## src/rtl/sap1_output_display.sv

```systemverilog
// SAP-1 output display: captures the output register value, converts it to
// three BCD digits with a sequential double-dabble (one step per clock), and
// time-multiplexes hundreds/tens/ones onto a single 7-segment bus.
// The committed result (bcd_out) drives the display, so the previous value
// stays visible while a new conversion runs.
module sap1_output_display #(
  parameter int unsigned DWELL = 10_000_000
) (
  input  logic        clk,
  input  logic        rst,
  input  logic        load,
  input  logic [7:0]  data_in,
  output logic [6:0]  seg,
  output logic        dp,
  output logic [1:0]  digit_sel,
  output logic        busy,
  output logic [11:0] bcd_out
);

  localparam int unsigned DW         = (DWELL > 1) ? $clog2(DWELL) : 1;
  localparam int unsigned SW         = 3;
  localparam int unsigned BW         = 12;
  localparam logic [DW-1:0] DWELL_LAST = DW'(DWELL - 1);
  localparam logic [SW-1:0] STEP_LAST  = SW'(7);

  typedef enum logic {
    IDLE    = 1'b0,
    CONVERT = 1'b1
  } state_t;

  state_t          state, state_next;
  logic [7:0]      shift_q, shift_d;
  logic [BW-1:0]   scratch_q, scratch_d;
  logic [SW-1:0]   step_q, step_d;
  logic [DW-1:0]   dwell_q, dwell_d;
  logic            blank_q, blank_d;
  logic [6:0]      seg_d;
  logic            dp_d;
  logic [1:0]      sel_d;
  logic            busy_d;
  logic [BW-1:0]   bcd_d;
  logic            restart;
  logic [BW-1:0]   adj;
  logic [BW+7:0]   shifted;

  // Add 3 to any BCD nibble of 5 or more before the shift
  function automatic logic [3:0] dabble(input logic [3:0] n);
    return (n >= 4'd5) ? 4'(n + 4'd3) : n;
  endfunction

  // Active-high segment pattern for a decimal digit (a = bit 0)
  function automatic logic [6:0] seg_code(input logic [3:0] n);
    logic [6:0] c;
    case (n)
      4'd0:    c = 7'h3F;
      4'd1:    c = 7'h06;
      4'd2:    c = 7'h5B;
      4'd3:    c = 7'h4F;
      4'd4:    c = 7'h66;
      4'd5:    c = 7'h6D;
      4'd6:    c = 7'h7D;
      4'd7:    c = 7'h07;
      4'd8:    c = 7'h7F;
      4'd9:    c = 7'h6F;
      default: c = 7'h00;
    endcase
    return c;
  endfunction

  // One double-dabble step on the current scratch/shift pair
  always_comb begin
    adj     = {dabble(scratch_q[11:8]), dabble(scratch_q[7:4]), dabble(scratch_q[3:0])};
    shifted = {adj[BW-2:0], shift_q, 1'b0};
  end

  // Conversion FSM next state and datapath updates
  always_comb begin
    state_next = state;
    shift_d    = shift_q;
    scratch_d  = scratch_q;
    step_d     = step_q;
    bcd_d      = bcd_out;
    blank_d    = blank_q;
    restart    = 1'b0;

    case (state)
      IDLE: begin
        state_next = IDLE;
      end
      CONVERT: begin
        scratch_d = shifted[BW+7:8];
        shift_d   = shifted[7:0];
        if (step_q == STEP_LAST) begin
          bcd_d      = shifted[BW+7:8];
          blank_d    = 1'b0;
          restart    = 1'b1;
          state_next = IDLE;
        end else begin
          step_d = SW'(step_q + 1'b1);
        end
      end
      default: begin
        state_next = IDLE;
      end
    endcase

    // A load always (re)starts; on the final step the commit above still lands
    if (load) begin
      shift_d    = data_in;
      scratch_d  = '0;
      step_d     = '0;
      state_next = CONVERT;
    end

    busy_d = (state_next == CONVERT);
  end

  // Display slot sequencer; a fresh commit restarts at the hundreds slot
  always_comb begin
    dwell_d = dwell_q;
    sel_d   = digit_sel;
    if (restart) begin
      dwell_d = '0;
      sel_d   = 2'd0;
    end else if (dwell_q == DWELL_LAST) begin
      dwell_d = '0;
      sel_d   = 2'(digit_sel + 1'b1);
    end else begin
      dwell_d = DW'(dwell_q + 1'b1);
    end
  end

  // Segment decode for the slot that becomes current on the next edge
  always_comb begin
    seg_d = 7'h00;
    dp_d  = 1'b0;
    if (!blank_d) begin
      case (sel_d)
        2'd0: seg_d = (bcd_d[11:8] == 4'd0) ? 7'h00 : seg_code(bcd_d[11:8]);
        2'd1: seg_d = (bcd_d[11:4] == 8'd0) ? 7'h00 : seg_code(bcd_d[7:4]);
        2'd2: begin
          seg_d = seg_code(bcd_d[3:0]);
          dp_d  = 1'b1;
        end
        default: begin
          seg_d = 7'h00;
          dp_d  = 1'b0;
        end
      endcase
    end
  end

  // State register with synchronous reset
  always_ff @(posedge clk) begin
    if (rst) begin
      state <= IDLE;
    end else begin
      state <= state_next;
    end
  end

  // Datapath and output registers with synchronous reset
  always_ff @(posedge clk) begin
    if (rst) begin
      shift_q   <= '0;
      scratch_q <= '0;
      step_q    <= '0;
      dwell_q   <= '0;
      blank_q   <= 1'b1;
      bcd_out   <= '0;
      busy      <= 1'b0;
      digit_sel <= 2'd0;
      seg       <= 7'h00;
      dp        <= 1'b0;
    end else begin
      shift_q   <= shift_d;
      scratch_q <= scratch_d;
      step_q    <= step_d;
      dwell_q   <= dwell_d;
      blank_q   <= blank_d;
      bcd_out   <= bcd_d;
      busy      <= busy_d;
      digit_sel <= sel_d;
      seg       <= seg_d;
      dp        <= dp_d;
    end
  end

endmodule

```

## config.mk

```make
export PLATFORM = sky130hd
export DESIGN_NAME = sap1_output_display
export DESIGN_NICKNAME = d
export VERILOG_FILES = /design/src/rtl/sap1_output_display.sv
export SDC_FILE = /design/constraint.sdc
export NUM_CORES = 1
export LEC_CHECK = 0
export CORE_MARGIN = 5
export CORE_UTILIZATION = 30
export DETAILED_ROUTE_END_ITERATION = 7
export PLACE_DENSITY_LB_ADDON = 0.2
export SLEW_MARGIN = 10
export SYNTH_ARGS = -nofsm -noshare
export SYNTH_HDL_FRONTEND = slang
export SYNTH_SLANG_ARGS = --single-unit
```

## constraint.sdc

```tcl
create_clock -name clk -period 7.7 [get_ports clk]
set_input_delay 0.77 -clock clk [delete_from_list [all_inputs] [get_ports clk]]
set_output_delay 0.77 -clock clk [all_outputs]
set_load 0.01 [all_outputs]
```

==> results of run 1 <==
area by class of cell:
type | count | area, sq um | share of cell area (%)
sequential | 71 | 1421 | 29.93
clock inverter | 6 | 107.6 | 2.266
inverter | 21 | 78.83 | 1.660
timing repair buffer | 35 | 345.3 | 7.273
clock buffer | 10 | 239.0 | 5.033
multi-input combinational | 353 | 2336 | 49.20
tap | 176 | 220.2 | 4.638
worst max-delay path: stages, from the launching register on:
cell and delay (ps):
dfxtp_1 320, ha_1 200, ha_1 260, and2_1 420
and4_1 320, nor3_2 410, ha_1 290, nand4_1 110
nor3_2 240, nor3_4 100, a222oi_1 260, nor2_1 70
final timing paths:
check,start,to,slack [ps],cells past startpoint
min,dwell_q[0],dwell_q[0],460,1
max reg2reg,step_q[0],seg[5],4550,11
max,step_q[0],seg[5],4550,11
min reg2reg,dwell_q[0],dwell_q[0],460,1
cell usage after synthesis (4+ instances only):
cell type / instances / area [sq um]
a21oi_1: 30 / 150.1
and2_1: 6 / 37.54
and3_1: 4 / 25.02
buf_2: 8 / 40.04
clkbuf_1: 12 / 45.04
dfxtp_1: 71 / 1421
ha_1: 24 / 300.3
inv_1: 20 / 75.07
mux2i_1: 17 / 170.2
nand2_1: 31 / 116.4
nand3_1: 18 / 90.09
nand4_1: 8 / 50.05
nor2_1: 82 / 307.8
nor2b_1: 4 / 25.02
nor3_1: 8 / 40.04
o21ai_0: 15 / 75.07
xnor2_1: 20 / 175.2
xor2_1: 8 / 70.07
stage by stage:
| step | hold slack, ps | total power [mW] |
|---|---|---|
| 2_1_floorplan | 429.7 | 0.4095 |
| 3_3_place_gp | 445.1 | 0.4205 |
| 3_5_place_dp | 452.3 | 0.4212 |
| 4_1_cts | 465.9 | 0.9039 |
| 5_1_grt | 477.6 | 0.9276 |
| 6_report | 457.6 | 0.8900 |
state kept, by name, indices dropped and copies added (netlist names):
| register | count |
|---|---|
| seg | 7 |
| digit_sel | 2 |
| scratch_q | 12 |
| shift_q | 8 |
| dp | 1 |
| blank_q | 1 |
| bcd_out | 12 |
| busy | 1 |
| step_q | 3 |
| dwell_q | 24 |
where the power goes:
part           switching [mW]  leakage (nW)  internal (mW)
Clock                   0.154         0.168          0.324
Combinational          0.0209         0.959         0.0151
Sequential            0.00391         0.575          0.373
routing by layer:
layer	global-route usage, %	wire length [um]
met3	3.816	494
met4	4.783	210
met5	0	0
met1	15.25	4295
met2	18.29	3872
logic make-up (layout without fill, tap and decap cells):
group                    Yosys count  count (layout)
AO/OA/AOI/OAI                     88              88
multiplexers                      19              19
AND/OR/NAND/NOR                  193             193
XOR/XNOR                          29              29
buffers and inverters             45              72
adder cells (fa/ha/maj)           24              24
flip-flops                        71              71
==> out/metrics.yaml, run 1 <==
avgSynthCellArea_sq_um: 8.441
diodes: 0
start_kind: "flop"
rows: 42
drcViolationCount: 0
drive_gt1_share_pct: 9.476
routed_wl_mm: 8.872
final_common_cell: "nor2_1"
postCtsHoldBufs: 0
initial_core_util_pct: 30.25
postCtsSetupBuffers: 0
place_hpwl_mm: 6.695
post-place-ws_ps: 4536
p_leak_nw: 1.702
die_w_um: 124.9
fp.dieArea_sq_mm: 0.01559
finalMaxSlewViolations: 0
insertion_delay_ps: 330
vias_per_cell: 4.786
clk_path_buf_depth: 2
criticalPathCategory: "flop to flop"
drtIter0Drc: 202
synth_mux_area_share_pct: 4.867
critPathRequiredTime_ps: 7900
cp-end-kind: "flop"
hold_violations: 0
dr_total_vias: 3216
placed_cells: 656
cts_tree: "done"
dr.pass1.iters: 4
synth_edf_count: 0
ir_worst_vdd_uv: 92.68
clock_sinks: 71
placedInstanceArea_sq_mm: 0.004402
syn_area_sq_mm: 0.003959
fillers: 1323
yosysUniqueCellTypes: 67
syn_to_final_growth_pct: 19.94
p_per_area_mw_per_mm2: 187.4
ys.flop_type: "dfxtp_1"
async_flop_share_pct: 0
arrival_ps: 3350
fin_skew_ps: 6.056
setup_viol: 0
syn_nets: 504
die_h_um: 124.9
final_cell_mix: "82 x nor2_1, 71 x dfxtp_1, 33 x clkdlybuf4s50_1, 31 x nand2_1, 30 x a21oi_1"
synth_fa_ha_area_share_pct: 7.585
drtAntennaViolNets: 0
core_sq_mm: 0.01309
maxCapViolations: 0
gp_congestion: 0.8092
avgRoutedWirePerCell_um: 13.20
synth_cells: 469
outcome: "finished clean"
synthSimpleGateAreaFrac_pct: 24.12
antenna_found_initial: 0
grt_max_degree: 27
clockRootBuffer: "clkbuf_16"
final_cells: 672
final_area_sq_mm: 0.004748
synth_compound_area_share_pct: 15.83
fmax_mhz: 317.4
cp_max_fo: 17
synth_top_family_by_area: "simple AND/OR/NAND/NOR gates"
worstMarginPinSlew_ps: 801.7
grt_pass1_wl_mm: 15.10
fin_nets: 526
timing.slew.headroom_pct: 46.55
grt.overflow.total: 0
ctsResizeCount: 0
fin_setup_tns_ps: 0
ys_seq_area_share_pct: 35.90
numPortBuffers: 33
hold_class: "flop to flop"
synth-xor-area-share_pct: 6.606
htree_levels: 3
grt_pass1_vias: 3089
finish.utilization_pct: 36.29
finalCritPeriodShare_pct: 40.91
ios: 34
rsz0062_at_grt: "false"
ys_ff_latch: 71
clk_pin_slew_ps: 60
yosys_warnings: 0
cts_buffers: 9
fin_ws_ps: 4550
finalCriticalPeriod_ps: 3150
grt_usage_pct: 11.83
Note: power is estimated with default switching activity, not from simulation.
==> inputs of run 2 (changes only) <==
Clock period 7.7 ns to 3 ns, I/O delays scaled along.
==> out/metrics.yaml, run 2 (synthesized netlist as in run 1, its figures left out) <==
avgRoutedWirePerCell_um: 13.65
outcome: "finished clean"
drtIter0Drc: 158
hold_class: "flop to flop"
top_regs: "dwell_q: 24 flops, bcd_out: 12 flops, scratch_q: 12 flops"
placedInstanceArea_sq_mm: 0.004469
postCtsSetupBuffers: 0
largest_reg_flops: 24
met2_length_mm: 4.165
core_sq_mm: 0.01309
start_kind: "flop"
maxCapViolations: 0
critPathRequiredTime_ps: 3270
drcViolationCount: 0
ios: 34
cp_max_fo: 9
p_seq_share_pct: 43.1
swShare_pct: 21.93
dr_total_vias: 3290
pwr-share-clk_pct: 52.7
drtAntennaViolNets: 0
grt_pass1_wl_mm: 15.66
drive_gt1_share_pct: 11.49
power_mw: 2.241
fin_nets: 535
finalCritPeriodShare_pct: 91.66
clk_pin_slew_ps: 60
p_sw_mw: 0.4915
grt_max_degree: 25
setup_viol: 0
criticalPathCategory: "flop to flop"
hold_violations: 0
rsz0062_at_grt: "false"
arrival_ps: 3020
postCtsHoldBufs: 0
syn_to_final_growth_pct: 21.46
ir_worst_vdd_uv: 232.4
fin_skew_ps: 7.608
top_register: "dwell_q"
final_cell_mix: "82 x nor2_1, 71 x dfxtp_1, 33 x clkdlybuf4s50_1, 31 x nand2_1, 28 x a21oi_1"
p_comb_share_pct: 4.2
routed_wl_mm: 9.299
dr.pass1.iters: 4
fin_setup_tns_ps: 0
clockRootBuffer: "clkbuf_16"
grt_usage_pct: 12.39
fin_ws_ps: 250.2
final_common_cell: "nor2_1"
htree_levels: 3
grt_pass1_vias: 3239
wl_met3_um: 487
diodes: 0
clock_sinks: 71
initial_core_util_pct: 30.25
holdWs_ps: 461.8
clk_path_buf_depth: 2
wl_met1_mm: 4.364
final_area_sq_mm: 0.004808
place_hpwl_mm: 7.021
grt.overflow.total: 0
die_h_um: 124.9
finalCriticalPeriod_ps: 2750
p_per_area_mw_per_mm2: 466.1
rows: 42
antenna_found_initial: 0
p_leak_nw: 1.733
post-place-ws_ps: 239.7
cp-end-kind: "flop"
die_w_um: 124.9
timing.slew.headroom_pct: 58.66
p_int_mw: 1.750
worstMarginPinSlew_ps: 612.3
fp.dieArea_sq_mm: 0.01559
gp_congestion: 0.8025
fmax_mhz: 363.7
insertion_delay_ps: 350
cts_buffers: 9
finalMaxSlewViolations: 0
vias_per_cell: 4.831
cts_tree: "done"
top_layer: "met4"
numPortBuffers: 33
==> run 2: cell count changes in the layout (fill, tap and decap cells not counted) <==
cell / before / now
a21oi_2: 2 / 4
buf_4: 2 / 11
clkinvlp_4: 1 / 2
clkinv_2: 2 / 0
a21oi_1: 30 / 28
bufinv_16: 3 / 2
inv_6: 0 / 1
clkinv_4: 0 / 1
==> run 2: per-stage QoR <==
stage                     instances  util, %
after CTS                       681    36.69
after global placement          665    34.16
after global routing            681    36.75
after detailed placement        665    34.16
after floorplan                 469        -
final                           681    36.75
==> run 2: path summary, 6_finish.rpt <==
check	cells after the start	end	startpoint	slack, ps
worst min-delay path	1	dwell_q[0]	dwell_q[0]	460
worst min register to register	1	dwell_q[0]	dwell_q[0]	460
worst max-delay path	12	seg[6]	step_q[0]	250
worst max register to register	12	seg[6]	step_q[0]	250
==> run 2: per-layer routing <==
metal / GRT usage (%) / vias to the layer above
met5: 0 / -
met4: 6.250 / 0
met3: 4.288 / 21
met2: 19.24 / 54
met1: 15.22 / 1530
li1: - / 1685
==> run 2: power groups by stage <==
| stage | combinational, mW | clock [mW] | sequential, mW |
|---|---|---|---|
| floorplan | 0.0670 | 0 | 0.984 |
| global placement | 0.0936 | 0 | 0.987 |
| detailed placement | 0.0951 | 0 | 0.988 |
| CTS | 0.0955 | 1.23 | 0.966 |
| global route | 0.106 | 1.26 | 0.968 |
| finish | 0.0939 | 1.18 | 0.967 |
==> run 2: area by class of cell <==
cell class                 count  area (sq um)
tap                          176         220.2
timing repair buffer          44         412.9
clock buffer                  10         239.0
clock inverter                 6         92.59
multi-input combinational    353          2344
fill                        1350          8277
inverter                      21         78.83
sequential                    71          1421
==> run 2: repair_timing <==
| action | in CTS | in global routing |
|---|---|---|
| endpoints found under the setup margin | 0 | 3 |
| gates resized for setup | 0 | 2 |
| endpoints found under the hold margin | 0 | 0 |
==> run 2: worst max-delay path: stages (launching register included) <==
cell	delay (ps)
dfxtp_1	320
ha_1	200
ha_1	260
and2_1	300
and4_1	250
nor3_2	200
buf_4	180
inv_1	60
ha_1	170
or3_1	390
nand3_1	110
a22oi_1	90
o2bb2ai_1	150
